`config.mk`:
```
export PLATFORM = sky130hd
export DESIGN_NAME = line_queue_scheduler
export DESIGN_NICKNAME = d
export VERILOG_FILES = /design/src/rtl/line_queue_scheduler.sv
export SDC_FILE = /design/constraint.sdc
export NUM_CORES = 1
export LEC_CHECK = 0
export BUFFER_PORTS_ARGS = -buffer_cell sky130_fd_sc_hd__buf_2
export CAP_MARGIN = 20
export CORE_ASPECT_RATIO = 1.5
export CORE_MARGIN = 2
export CORE_UTILIZATION = 24
export CTS_CLUSTER_DIAMETER = 100
export DETAILED_ROUTE_END_ITERATION = 10
export GPL_TIMING_DRIVEN = 0
export HOLD_SLACK_MARGIN = 0.1
export PLACE_DENSITY_LB_ADDON = 0.3
export SYNTH_ARGS = -nofsm -noshare
export SYNTH_HDL_FRONTEND = slang
export SYNTH_SLANG_ARGS = --single-unit
export TNS_END_PERCENT = 30
```
`constraint.sdc`:
```
create_clock -name clk_i -period 8.4 [get_ports clk_i]
set_input_delay 1.68 -clock clk_i [delete_from_list [all_inputs] [get_ports clk_i]]
set_output_delay 1.68 -clock clk_i [all_outputs]
set_load 0.1 [all_outputs]
```
`src/rtl/line_queue_scheduler.sv`:
```
// Work-queue controller for the nonogram line solver: deduplicated circular queue
// of line indices, one line in flight, crossing lines re-enqueued on change.
module line_queue_scheduler #(
   parameter int ROWS  = 16,
   parameter int COLS  = 16,
   parameter int N     = ROWS + COLS,
   parameter int IDX_W = $clog2(N),
   parameter int MAXL  = (ROWS > COLS) ? ROWS : COLS
) (
   input  logic             clk_i,
   input  logic             rst_i,
   input  logic             start_i,
   output logic             dispatch_valid_o,
   output logic [IDX_W-1:0] dispatch_line_o,
   input  logic             dispatch_ready_i,
   input  logic             result_valid_i,
   output logic             result_ready_o,
   input  logic             result_contradict_i,
   input  logic [MAXL-1:0]  result_changed_i,
   output logic             busy_o,
   output logic             solved_o,
   output logic             contradiction_o,
   output logic [IDX_W:0]   queue_count_o
);

   localparam int KW = (MAXL > 1) ? $clog2(MAXL) : 1;

   localparam logic [2:0] S_IDLE      = 3'd0;
   localparam logic [2:0] S_LOAD      = 3'd1;
   localparam logic [2:0] S_DISPATCH  = 3'd2;
   localparam logic [2:0] S_WAIT      = 3'd3;
   localparam logic [2:0] S_REQUEUE   = 3'd4;
   localparam logic [2:0] S_DONE_OK   = 3'd5;
   localparam logic [2:0] S_DONE_FAIL = 3'd6;

   localparam logic [IDX_W-1:0] LAST_IDX = IDX_W'(N - 1);
   localparam logic [IDX_W-1:0] IDX_ONE  = IDX_W'(1);
   localparam logic [IDX_W-1:0] ROWS_IDX = IDX_W'(ROWS);
   localparam logic [IDX_W:0]   CNT_ONE  = (IDX_W + 1)'(1);
   localparam logic [KW-1:0]    K_ONE    = KW'(1);
   localparam logic [KW-1:0]    ROW_LAST = KW'(COLS - 1);
   localparam logic [KW-1:0]    COL_LAST = KW'(ROWS - 1);

   logic [2:0]       state_q, state_d;
   logic [IDX_W-1:0] head_q, head_d;
   logic [IDX_W-1:0] tail_q, tail_d;
   logic [IDX_W:0]   count_q, count_d;
   logic [N-1:0]     inq_q, inq_d;
   logic [IDX_W-1:0] load_idx_q, load_idx_d;
   logic [IDX_W-1:0] cur_line_q, cur_line_d;
   logic [MAXL-1:0]  changed_q, changed_d;
   logic [KW-1:0]    k_q, k_d;
   logic             solved_q, solved_d;
   logic             contra_q, contra_d;
   logic [IDX_W-1:0] q_mem_q [N];

   logic             push_en, pop_en, mem_we, cur_is_row;
   logic [IDX_W-1:0] push_line, head_line;
   logic [KW-1:0]    k_last;

   function automatic logic [IDX_W-1:0] wrap_inc(input logic [IDX_W-1:0] p);
      return (p == LAST_IDX) ? '0 : p + IDX_ONE;
   endfunction

   assign head_line  = q_mem_q[head_q];
   assign cur_is_row = (cur_line_q < ROWS_IDX);
   assign k_last     = cur_is_row ? ROW_LAST : COL_LAST;

   always_comb begin
      state_d    = state_q;
      head_d     = head_q;
      tail_d     = tail_q;
      count_d    = count_q;
      inq_d      = inq_q;
      load_idx_d = load_idx_q;
      cur_line_d = cur_line_q;
      changed_d  = changed_q;
      k_d        = k_q;
      solved_d   = solved_q;
      contra_d   = contra_q;
      push_en    = 1'b0;
      push_line  = '0;
      pop_en     = 1'b0;
      mem_we     = 1'b0;

      case (state_q)
         S_IDLE, S_DONE_OK, S_DONE_FAIL: begin
            if (start_i) begin
               solved_d   = 1'b0;
               contra_d   = 1'b0;
               head_d     = '0;
               tail_d     = '0;
               count_d    = '0;
               inq_d      = '0;
               load_idx_d = '0;
               state_d    = S_LOAD;
            end
         end
         S_LOAD: begin
            push_en    = 1'b1;
            push_line  = load_idx_q;
            load_idx_d = load_idx_q + IDX_ONE;
            if (load_idx_q == LAST_IDX) state_d = S_DISPATCH;
         end
         S_DISPATCH: begin
            if (count_q == '0) begin
               solved_d = 1'b1;
               state_d  = S_DONE_OK;
            end else if (dispatch_ready_i) begin
               pop_en     = 1'b1;
               cur_line_d = head_line;
               state_d    = S_WAIT;
            end
         end
         S_WAIT: begin
            if (result_valid_i) begin
               if (result_contradict_i) begin
                  contra_d = 1'b1;
                  state_d  = S_DONE_FAIL;
               end else begin
                  changed_d = result_changed_i;
                  k_d       = '0;
                  state_d   = S_REQUEUE;
               end
            end
         end
         S_REQUEUE: begin
            // A row's changed cell k lies on column ROWS+k; a column's on row k.
            push_en   = changed_q[k_q];
            push_line = cur_is_row ? (ROWS_IDX + IDX_W'(k_q)) : IDX_W'(k_q);
            if (k_q == k_last) state_d = S_DISPATCH;
            else               k_d     = k_q + K_ONE;
         end
         default: state_d = S_IDLE;
      endcase

      if (push_en && !inq_q[push_line]) begin
         mem_we           = 1'b1;
         tail_d           = wrap_inc(tail_q);
         count_d          = count_q + CNT_ONE;
         inq_d[push_line] = 1'b1;
      end
      if (pop_en) begin
         head_d           = wrap_inc(head_q);
         count_d          = count_q - CNT_ONE;
         inq_d[head_line] = 1'b0;
      end
   end

   always_ff @(posedge clk_i) begin
      if (rst_i) begin
         state_q    <= S_IDLE;
         head_q     <= '0;
         tail_q     <= '0;
         count_q    <= '0;
         inq_q      <= '0;
         load_idx_q <= '0;
         cur_line_q <= '0;
         changed_q  <= '0;
         k_q        <= '0;
         solved_q   <= 1'b0;
         contra_q   <= 1'b0;
      end else begin
         state_q    <= state_d;
         head_q     <= head_d;
         tail_q     <= tail_d;
         count_q    <= count_d;
         inq_q      <= inq_d;
         load_idx_q <= load_idx_d;
         cur_line_q <= cur_line_d;
         changed_q  <= changed_d;
         k_q        <= k_d;
         solved_q   <= solved_d;
         contra_q   <= contra_d;
      end
   end

   // Queue storage needs no reset: entries are only read between head and tail.
   always_ff @(posedge clk_i) begin
      if (mem_we) q_mem_q[tail_q] <= push_line;
   end

   assign dispatch_valid_o = (state_q == S_DISPATCH) && (count_q != '0);
   assign dispatch_line_o  = dispatch_valid_o ? head_line : '0;
   assign result_ready_o   = (state_q == S_WAIT);
   assign busy_o           = (state_q == S_LOAD) || (state_q == S_DISPATCH) ||
                             (state_q == S_WAIT) || (state_q == S_REQUEUE);
   assign solved_o         = solved_q;
   assign contradiction_o  = contra_q;
   assign queue_count_o    = count_q;

endmodule
```
==> results of run 1 <==
-- per-stage QoR --
stage / cells / hold WS [ns] / util / total power, uW / setup WS [ns]
6_report: 1511 / 0.456 / 0.279 / 3040 / 2.94
5_1_grt: 1511 / 0.472 / 0.279 / 3170 / 2.81
4_1_cts: 1511 / 0.458 / 0.279 / 3070 / 2.93
3_5_place_dp: 1467 / 0.448 / 0.263 / 2010 / 3.51
3_3_place_gp: 1465 / 0.442 / 0.262 / 2010 / 3.50
2_1_floorplan: 841 / 0.433 / - / 1830 / 3.75
-- logic make-up after synthesis --
family,after synthesis,synth area share
flip-flops,244,0.589
buffers and inverters,72,0.0324
AO/OA/AOI/OAI,155,0.104
adder cells (fa/ha/maj),13,0.0148
multiplexers,72,0.127
XOR/XNOR,6,0.00477
AND/OR/NAND/NOR,279,0.128
-- synth_stat cells (4+ instances only) --
cell type / n / area share
edfxtp_1: 160 / 0.44
dfxtp_1: 84 / 0.15
nor2_1: 76 / 0.026
nand2_1: 74 / 0.025
mux4_2: 53 / 0.11
a21oi_1: 39 / 0.018
nor3_1: 32 / 0.015
clkbuf_1: 31 / 0.011
a32oi_1: 25 / 0.020
nand3_1: 23 / 0.010
a211oi_1: 22 / 0.015
o21ai_0: 21 / 0.0095
ha_1: 13 / 0.015
mux2i_1: 13 / 0.012
inv_1: 12 / 0.0041
and3_1: 11 / 0.0062
nand3b_1: 9 / 0.0061
buf_4: 8 / 0.0055
nand2b_1: 8 / 0.0045
buf_2: 7 / 0.0032
buf_6: 6 / 0.0061
nor3b_1: 6 / 0.0041
or3_1: 6 / 0.0034
a221oi_2: 5 / 0.0068
o211ai_1: 5 / 0.0034
a2111oi_2: 4 / 0.0055
a221oi_1: 4 / 0.0032
buf_1: 4 / 0.0014
nor2b_1: 4 / 0.0023
or2_2: 4 / 0.0023
xor2_1: 4 / 0.0032
-- layer usage --
metal  vias to the layer above  part of all wire  track usage
met5                         -                 0            0
met2                       221              0.56        0.255
met3                        63             0.044       0.0152
met4                         0             0.035       0.0512
li1                       3390                 -            -
met1                      3617              0.36        0.139
-- state kept, by name (all words and copies together), names as in the netlist, named ones only --
| signal | count |
|---|---|
| head_q | 5 |
| changed_q | 16 |
| q_mem_q | 160 |
| contradiction_o | 1 |
| tail_q | 5 |
| queue_count_o | 6 |
| solved_o | 1 |
| load_idx_q | 5 |
| inq_q | 32 |
| cur_line_q | 1 |
| k_q | 4 |
| state_q | 3 |
-- worst min path at each step --
| stage | start | slack [ns] | to |
|---|---|---|---|
| after floorplan | changed_q[10] | 0.43 | changed_q[10] |
| after global placement | changed_q[9] | 0.44 | changed_q[9] |
| after detailed placement | changed_q[13] | 0.45 | changed_q[13] |
| after CTS | changed_q[7] | 0.46 | changed_q[7] |
| after global routing | changed_q[12] | 0.47 | changed_q[12] |
| final | changed_q[0] | 0.46 | changed_q[0] |
-- critical path, cell delays in order (launching register included) --
cell	delay (ns)
dfxtp_1	0.38
buf_1	0.67
mux4_2	0.45
mux4_2	0.50
mux2i_1	0.30
clkbuf_1	0.51
nor2_1	0.10
buf_2	0.34
-- layout make-up --
cell class                 instances  area, um2
clock inverter                    13        110
clock buffer                      31        648
multi-input combinational        525       4170
fill                            4636      32800
tap                              588        736
sequential                       244       6490
buffer                            57        299
timing repair buffer              38        215
inverter                          15       57.6
-- power groups by stage --
stage          Clock (uW)  Sequential [uW]  Combinational (uW)
3_3_place_gp            0             1370                 644
2_1_floorplan           0             1400                 423
4_1_cts              1080             1340                 648
5_1_grt              1130             1340                 697
3_5_place_dp            0             1370                 646
6_report             1050             1340                 648
==> results.ini, run 1 <==
[run_status]
status = complete, no violations

[timing]
final.setup.tns_ns = 0
min_period_over_period = 0.650
maxSlewHeadroom = 0.293
rsz0062_at_grt = no
skew_ns = 0.0166
worstMarginPinSlew_ns = 1.05
setup_viol = 0
finalHoldViolations = 0
fmax_mhz = 183
timing.final.crit_period_ns = 5.46
slew_violations = 0

[clocking]
clk_latency_ns = 0.54
postCtsSetupBuffers = 0
cts.sinks = 244
cts_root_buffer = clkbuf_16
cts_hold_buf = 0
cts_made_buffers = 24
max-clock-path-buffers = 3
ctsResizeCount = 0
cts_tree = built
clk_pin_slew_ns = 0.06
htreeDepth = 1

[layout]
fin_area_um2 = 12700
final_nets = 940
n_antenna_cell = 0
layout_common_cells = edfxtp_1 (160), dfxtp_1 (84), nor2_1 (76)
drive_gt1_frac = 0.203
syn_to_final_growth_pct = 15.5
layout_commonest_cell = edfxtp_1

[worst_hold_path]
hp-class = flop to flop
holdPathStages = 2

[worst_setup_path]
arrival_ns = 3.78
r2r_slack_ns = 3.92
path_max_fanout = 10
worstSetupStartpointType = flop
setup.worst_path.end = dispatch_line_o[4]
timing.rr.end = q_mem_q[9][3]
reg2reg_from = k_q[2]
cp.required_ns = 6.72
reg2regPathDepth = 11
critPathKind = flop to primary output
end_kind = primary output

[synth]
synthesis.nets = 876
synthFlopType = edfxtp_1
synth_cells = 841
synth_warnings = 0
ys_seq_area_frac = 0.589
synth_edf_count = 160
synth_seq_cells = 244
avgSynthCellArea_um2 = 13.1
syn_area_um2 = 11000
synthDistinctLibCells = 75
async_reset_ff_frac = 0

[global_route]
grtUsageTotal = 0.130
grt_pass1_vias = 7553
grt_pass1_wl_mm = 46.5
grt_max_degree = 42
grt_overflow_total = 0
antenna_found_initial = 0

[placement]
portBuffers = 36
dpl.hpwl_mm = 21.7
placed_cell_area_um2 = 12000
globalplace.congestion = 0.824

[pwr]
p_int_uw = 2080
pwr-share-comb = 0.213
seq_power_share = 0.441
power_leakage_uw = 0.00411
clockPowerShare = 0.345
switching_share = 0.316
p_switching_uw = 962
ir_worst_vdd_mv = 0.178
powerDensity_nw_per_um2 = 239

[floorplan]
fp.dieW_um = 179
core_um2 = 45500
rows = 96
die_height_um = 266
dieArea_um2 = 47700
ioPinCount = 38
start_util = 0.242

[detailed_routing]
drc = 0
vias = 7291
drt-vias-per-instance = 4.83
avgRoutedWirePerCell_um = 20.3
routed_wirelength_mm = 30.6
ant_nets = 0
drt_pass1_iterations = 7
drt_iter0_drc = 505

[flow_run]
maxCapViolations = 0

Power figures use the tool's default switching activity.
==> run 2: changes to the inputs <==
Settings changed: ABC_AREA from default to 1.
Clock period 8.4 ns to 5 ns, I/O delays scaled along.
==> run 2 against run 1 <==
Net effect: register-to-register slack worse by 3.0 ns; via count is 26% higher; die area is 1.8% higher; clock skew is 0.0073 ns lower; wire length is 16% higher; final cell count is 31% higher; synthesized cell count is 55% higher; non-clock buffer count stayed put; area after synthesis is 1.8% higher; total power is 79% higher; clock-buffer cell count is 6 higher; critical path type unchanged; largest power group unchanged.
==> results.ini, run 2 <==
[layout]
layout_common_cells = nand2_1 (387), nor2_1 (189), edfxtp_1 (160)  ; was edfxtp_1 (160), dfxtp_1 (84), nor2_1 (76)
drive_gt1_frac = 0.0812  ; was 0.203
top_register = q_mem_q  ; unchanged
fin_area_um2 = 13000  ; was 12,700 um2
fillers = 4935  ; was 4,636
n_antenna_cell = 0  ; unchanged
largest_reg_flops = 160  ; unchanged
syn_to_final_growth_pct = 16.4  ; was 15.5%
final_nets = 1408  ; was 940
reg_top3 = q_mem_q (160), inq_q (32), changed_q (16)  ; unchanged
layout_commonest_cell = nand2_1  ; was edfxtp_1

[placement]
globalplace.congestion = 0.901  ; was 0.824
dpl.hpwl_mm = 25.0  ; was 21.7 mm
portBuffers = 37  ; was 36
placed_cell_area_um2 = 12200  ; was 12,000 um2

[worst_setup_path]
arrival_ns = 3.57  ; was 3.78 ns
worstSetupStartpointType = flop  ; unchanged
crit_chain = clkinv_1, clkbuf_1, o221ai_1, nand3_1, nand2_1, o21ai_0, nor2_1, buf_2  ; was buf_1, mux4_2, mux4_2, mux2i_1, clkbuf_1, nor2_1, buf_2
slowest_delay_ns = 0.69  ; was 0.67 ns
slowest_stage = o21ai_0  ; was buf_1
reg2regPathDepth = 15  ; was 11
critPathKind = flop to primary output  ; unchanged
end_kind = primary output  ; unchanged
cp.required_ns = 4.00  ; was 6.72 ns
r2r_slack_ns = 0.94  ; was 3.92 ns
reg2reg_from = state_q[2]  ; was k_q[2]
path_max_fanout = 10  ; unchanged
timing.rr.end = q_mem_q[22][1]  ; was q_mem_q[9][3]

[synth]
synthesis.nets = 1341  ; was 876
synth_area_leaders = edfxtp_1 (43%), dfxtp_1 (15%), nand2_1 (13%)  ; was edfxtp_1 (44%), dfxtp_1 (15%), mux4_2 (11%)
yosysMostFrequentCell = nand2_1  ; was edfxtp_1
ys_seq_area_frac = 0.578  ; was 0.589
synth_seq_cells = 244  ; unchanged
avgSynthCellArea_um2 = 8.59  ; was 13.1 um2
synthDistinctLibCells = 39  ; was 75
yosys.area.top_type_share = 0.428  ; was 0.436
synthFlopType = edfxtp_1  ; unchanged
syn_area_um2 = 11200  ; was 11,000 um2
yosysTopAreaCell = edfxtp_1  ; unchanged
synth_edf_count = 160  ; unchanged
synth_cells = 1306  ; was 841
netlist_top_cells_count = nand2_1 (387), nor2_1 (189), edfxtp_1 (160), nand3_1 (118), dfxtp_1 (84)  ; was edfxtp_1 (160), dfxtp_1 (84), nor2_1 (76), nand2_1 (74), mux4_2 (53)
async_reset_ff_frac = 0  ; unchanged
synth_warnings = 0  ; unchanged

[timing]
finalHoldViolations = 0  ; unchanged
setup_viol = 0  ; unchanged
skew_ns = 0.00930  ; was 0.0166 ns
worstMarginPinSlew_ns = 0.923  ; was 1.05 ns
slew_violations = 0  ; unchanged
min_period_over_period = 0.914
rsz0062_at_grt = no  ; unchanged
maxSlewHeadroom = 0.385  ; was 0.293
fmax_mhz = 219
final.setup.tns_ns = 0  ; unchanged
timing.final.crit_period_ns = 4.57

[global_route]
grt_pass1_wl_mm = 54.2  ; was 46.5 mm
antenna_found_initial = 0  ; unchanged
grt_max_degree = 42  ; unchanged
grt_pass1_vias = 9212  ; was 7,553
grtUsageTotal = 0.145  ; was 0.130
grt_overflow_total = 0  ; unchanged

[pwr]
power_uw = 5440  ; was 3040 uW
p_switching_uw = 1820  ; was 962 uW
powerDensity_nw_per_um2 = 417  ; was 239 nW/um2
seq_power_share = 0.423  ; was 0.441
power_leakage_uw = 0.00465  ; was 0.00411 uW
clockPowerShare = 0.347  ; was 0.345
switching_share = 0.334  ; was 0.316
pwr-share-comb = 0.229  ; was 0.213
p_int_uw = 3620  ; was 2080 uW
ir_worst_vdd_mv = 0.209  ; was 0.178 mV

[detailed_routing]
drc = 0  ; unchanged
ant_nets = 0  ; unchanged
vias = 9204  ; was 7,291
drt_iter0_drc = 602  ; was 505
avgRoutedWirePerCell_um = 17.9  ; was 20.3 um
drt_pass1_iterations = 5  ; was 7
drt-vias-per-instance = 4.64  ; was 4.83
routed_wirelength_mm = 35.5  ; was 30.6 mm

[floorplan]
die_height_um = 269  ; was 266 um
rows = 97  ; was 96
ioPinCount = 38  ; unchanged
core_um2 = 46500  ; was 45,500 um2
start_util = 0.241  ; was 0.242
dieArea_um2 = 48500  ; was 47,700 um2
fp.dieW_um = 180  ; was 179 um

[clocking]
cts_made_buffers = 25  ; was 24
htreeDepth = 1  ; unchanged
max-clock-path-buffers = 3  ; unchanged
cts_root_buffer = clkbuf_16  ; unchanged
cts_tree = built  ; unchanged
ctsResizeCount = 0  ; unchanged
cts_hold_buf = 0  ; unchanged
postCtsSetupBuffers = 0  ; unchanged
clk_latency_ns = 0.53  ; was 0.54 ns
clk_pin_slew_ns = 0.06  ; about the same
cts.sinks = 244  ; unchanged

[run_status]
status = complete, no violations  ; unchanged

[worst_hold_path]
hp-class = flop to flop  ; unchanged
holdPathStages = 2  ; unchanged
hold_start = head_q[3]  ; was changed_q[0]

[flow_run]
maxCapViolations = 0  ; unchanged

-- run 2: cell types whose count changed after synthesis, moves of 15 or more --
cell      previous run  this run
inv_1               12        74
nor3_1              32         8
a32oi_1             25         1
o21ai_0             21        77
o221ai_1             1        16
a211oi_1            22         2
nor2_1              76       189
mux4_2              53         0
nand3_1             23       118
nand2_1             74       387
o21ai_1              2        28
-- run 2: worst max path at each step --
stage / start / endpoint / slack (ns) / cells after the start
6_report: flop / dispatch_line_o[2] / 0.43 / 8
4_1_cts: flop / dispatch_line_o[2] / 0.49 / 8
3_3_place_gp: state_q[1] / q_mem_q[7][0] / 0.59 / 13
3_5_place_dp: state_q[2] / q_mem_q[7][0] / 0.99 / 15
5_1_grt: flop / dispatch_line_o[2] / 0.35 / 8
2_1_floorplan: queue_count_o[0] / dispatch_line_o[0] / 0.96 / 5
-- run 2: layer usage --
layer | share of wire | track usage | wire length, um
met1 | 0.38 | 0.154 | 13500
met2 | 0.53 | 0.280 | 18800
met3 | 0.039 | 0.0157 | 1390
met4 | 0.052 | 0.0785 | 1850
met5 | 0 | 0 | 0
-- run 2: layout make-up --
| cell class | instances | area [um2] | area share |
|---|---|---|---|
| plain buffers | 55 | 231 | 0.0177 |
| clock buffers | 37 | 691 | 0.0529 |
| clock inverters | 8 | 119 | 0.00911 |
| inverters | 89 | 334 | 0.0256 |
| multi-input cells | 918 | 4180 | 0.321 |
| flip-flops and latches | 244 | 6490 | 0.497 |
| well taps | 594 | 743 | 0.0570 |
| repair buffers | 40 | 260 | 0.0199 |
-- run 2: cells by family (layout without fill, tap and decap cells) --
kind of cell               Yosys count  after routing  synth area share
and+or+nand+nor                    719            719             0.261
DFF                                244            244             0.578
adders and majority gates           13             13            0.0145
AOI/OAI and AO/OA                  180            180            0.0905
xor gates and xnor gates             6              6           0.00469
buffers and inverters              144            229            0.0504
-- run 2: power by group through the flow --
stage / Combinational [uW] / Clock, uW / Sequential (uW)
after global placement: 1230 / 0 / 2340
after CTS: 1260 / 1930 / 2300
after floorplan: 748 / 0 / 2440
final: 1250 / 1890 / 2300
after detailed placement: 1250 / 0 / 2350
after global routing: 1360 / 2010 / 2310
-- run 2: worst max-delay path: cells and delay by family (launching register included) --
family	cells	cell delay, ns
DFF	1	0.38
and+or+nand+nor	3	0.37
AOI/OAI and AO/OA	2	1.02
buffers and inverters	3	1.25
-- run 2: metrics by stage --
step | utilization | std cells | hold WS [ns] | setup slack (ns)
after floorplan | - | 1306 | 0.455 | 0.956
after global placement | 0.261 | 1937 | 0.472 | 0.592
after detailed placement | 0.263 | 1940 | 0.478 | 0.991
after CTS | 0.281 | 1985 | 0.489 | 0.488
after global routing | 0.281 | 1985 | 0.507 | 0.348
final | 0.281 | 1985 | 0.485 | 0.431
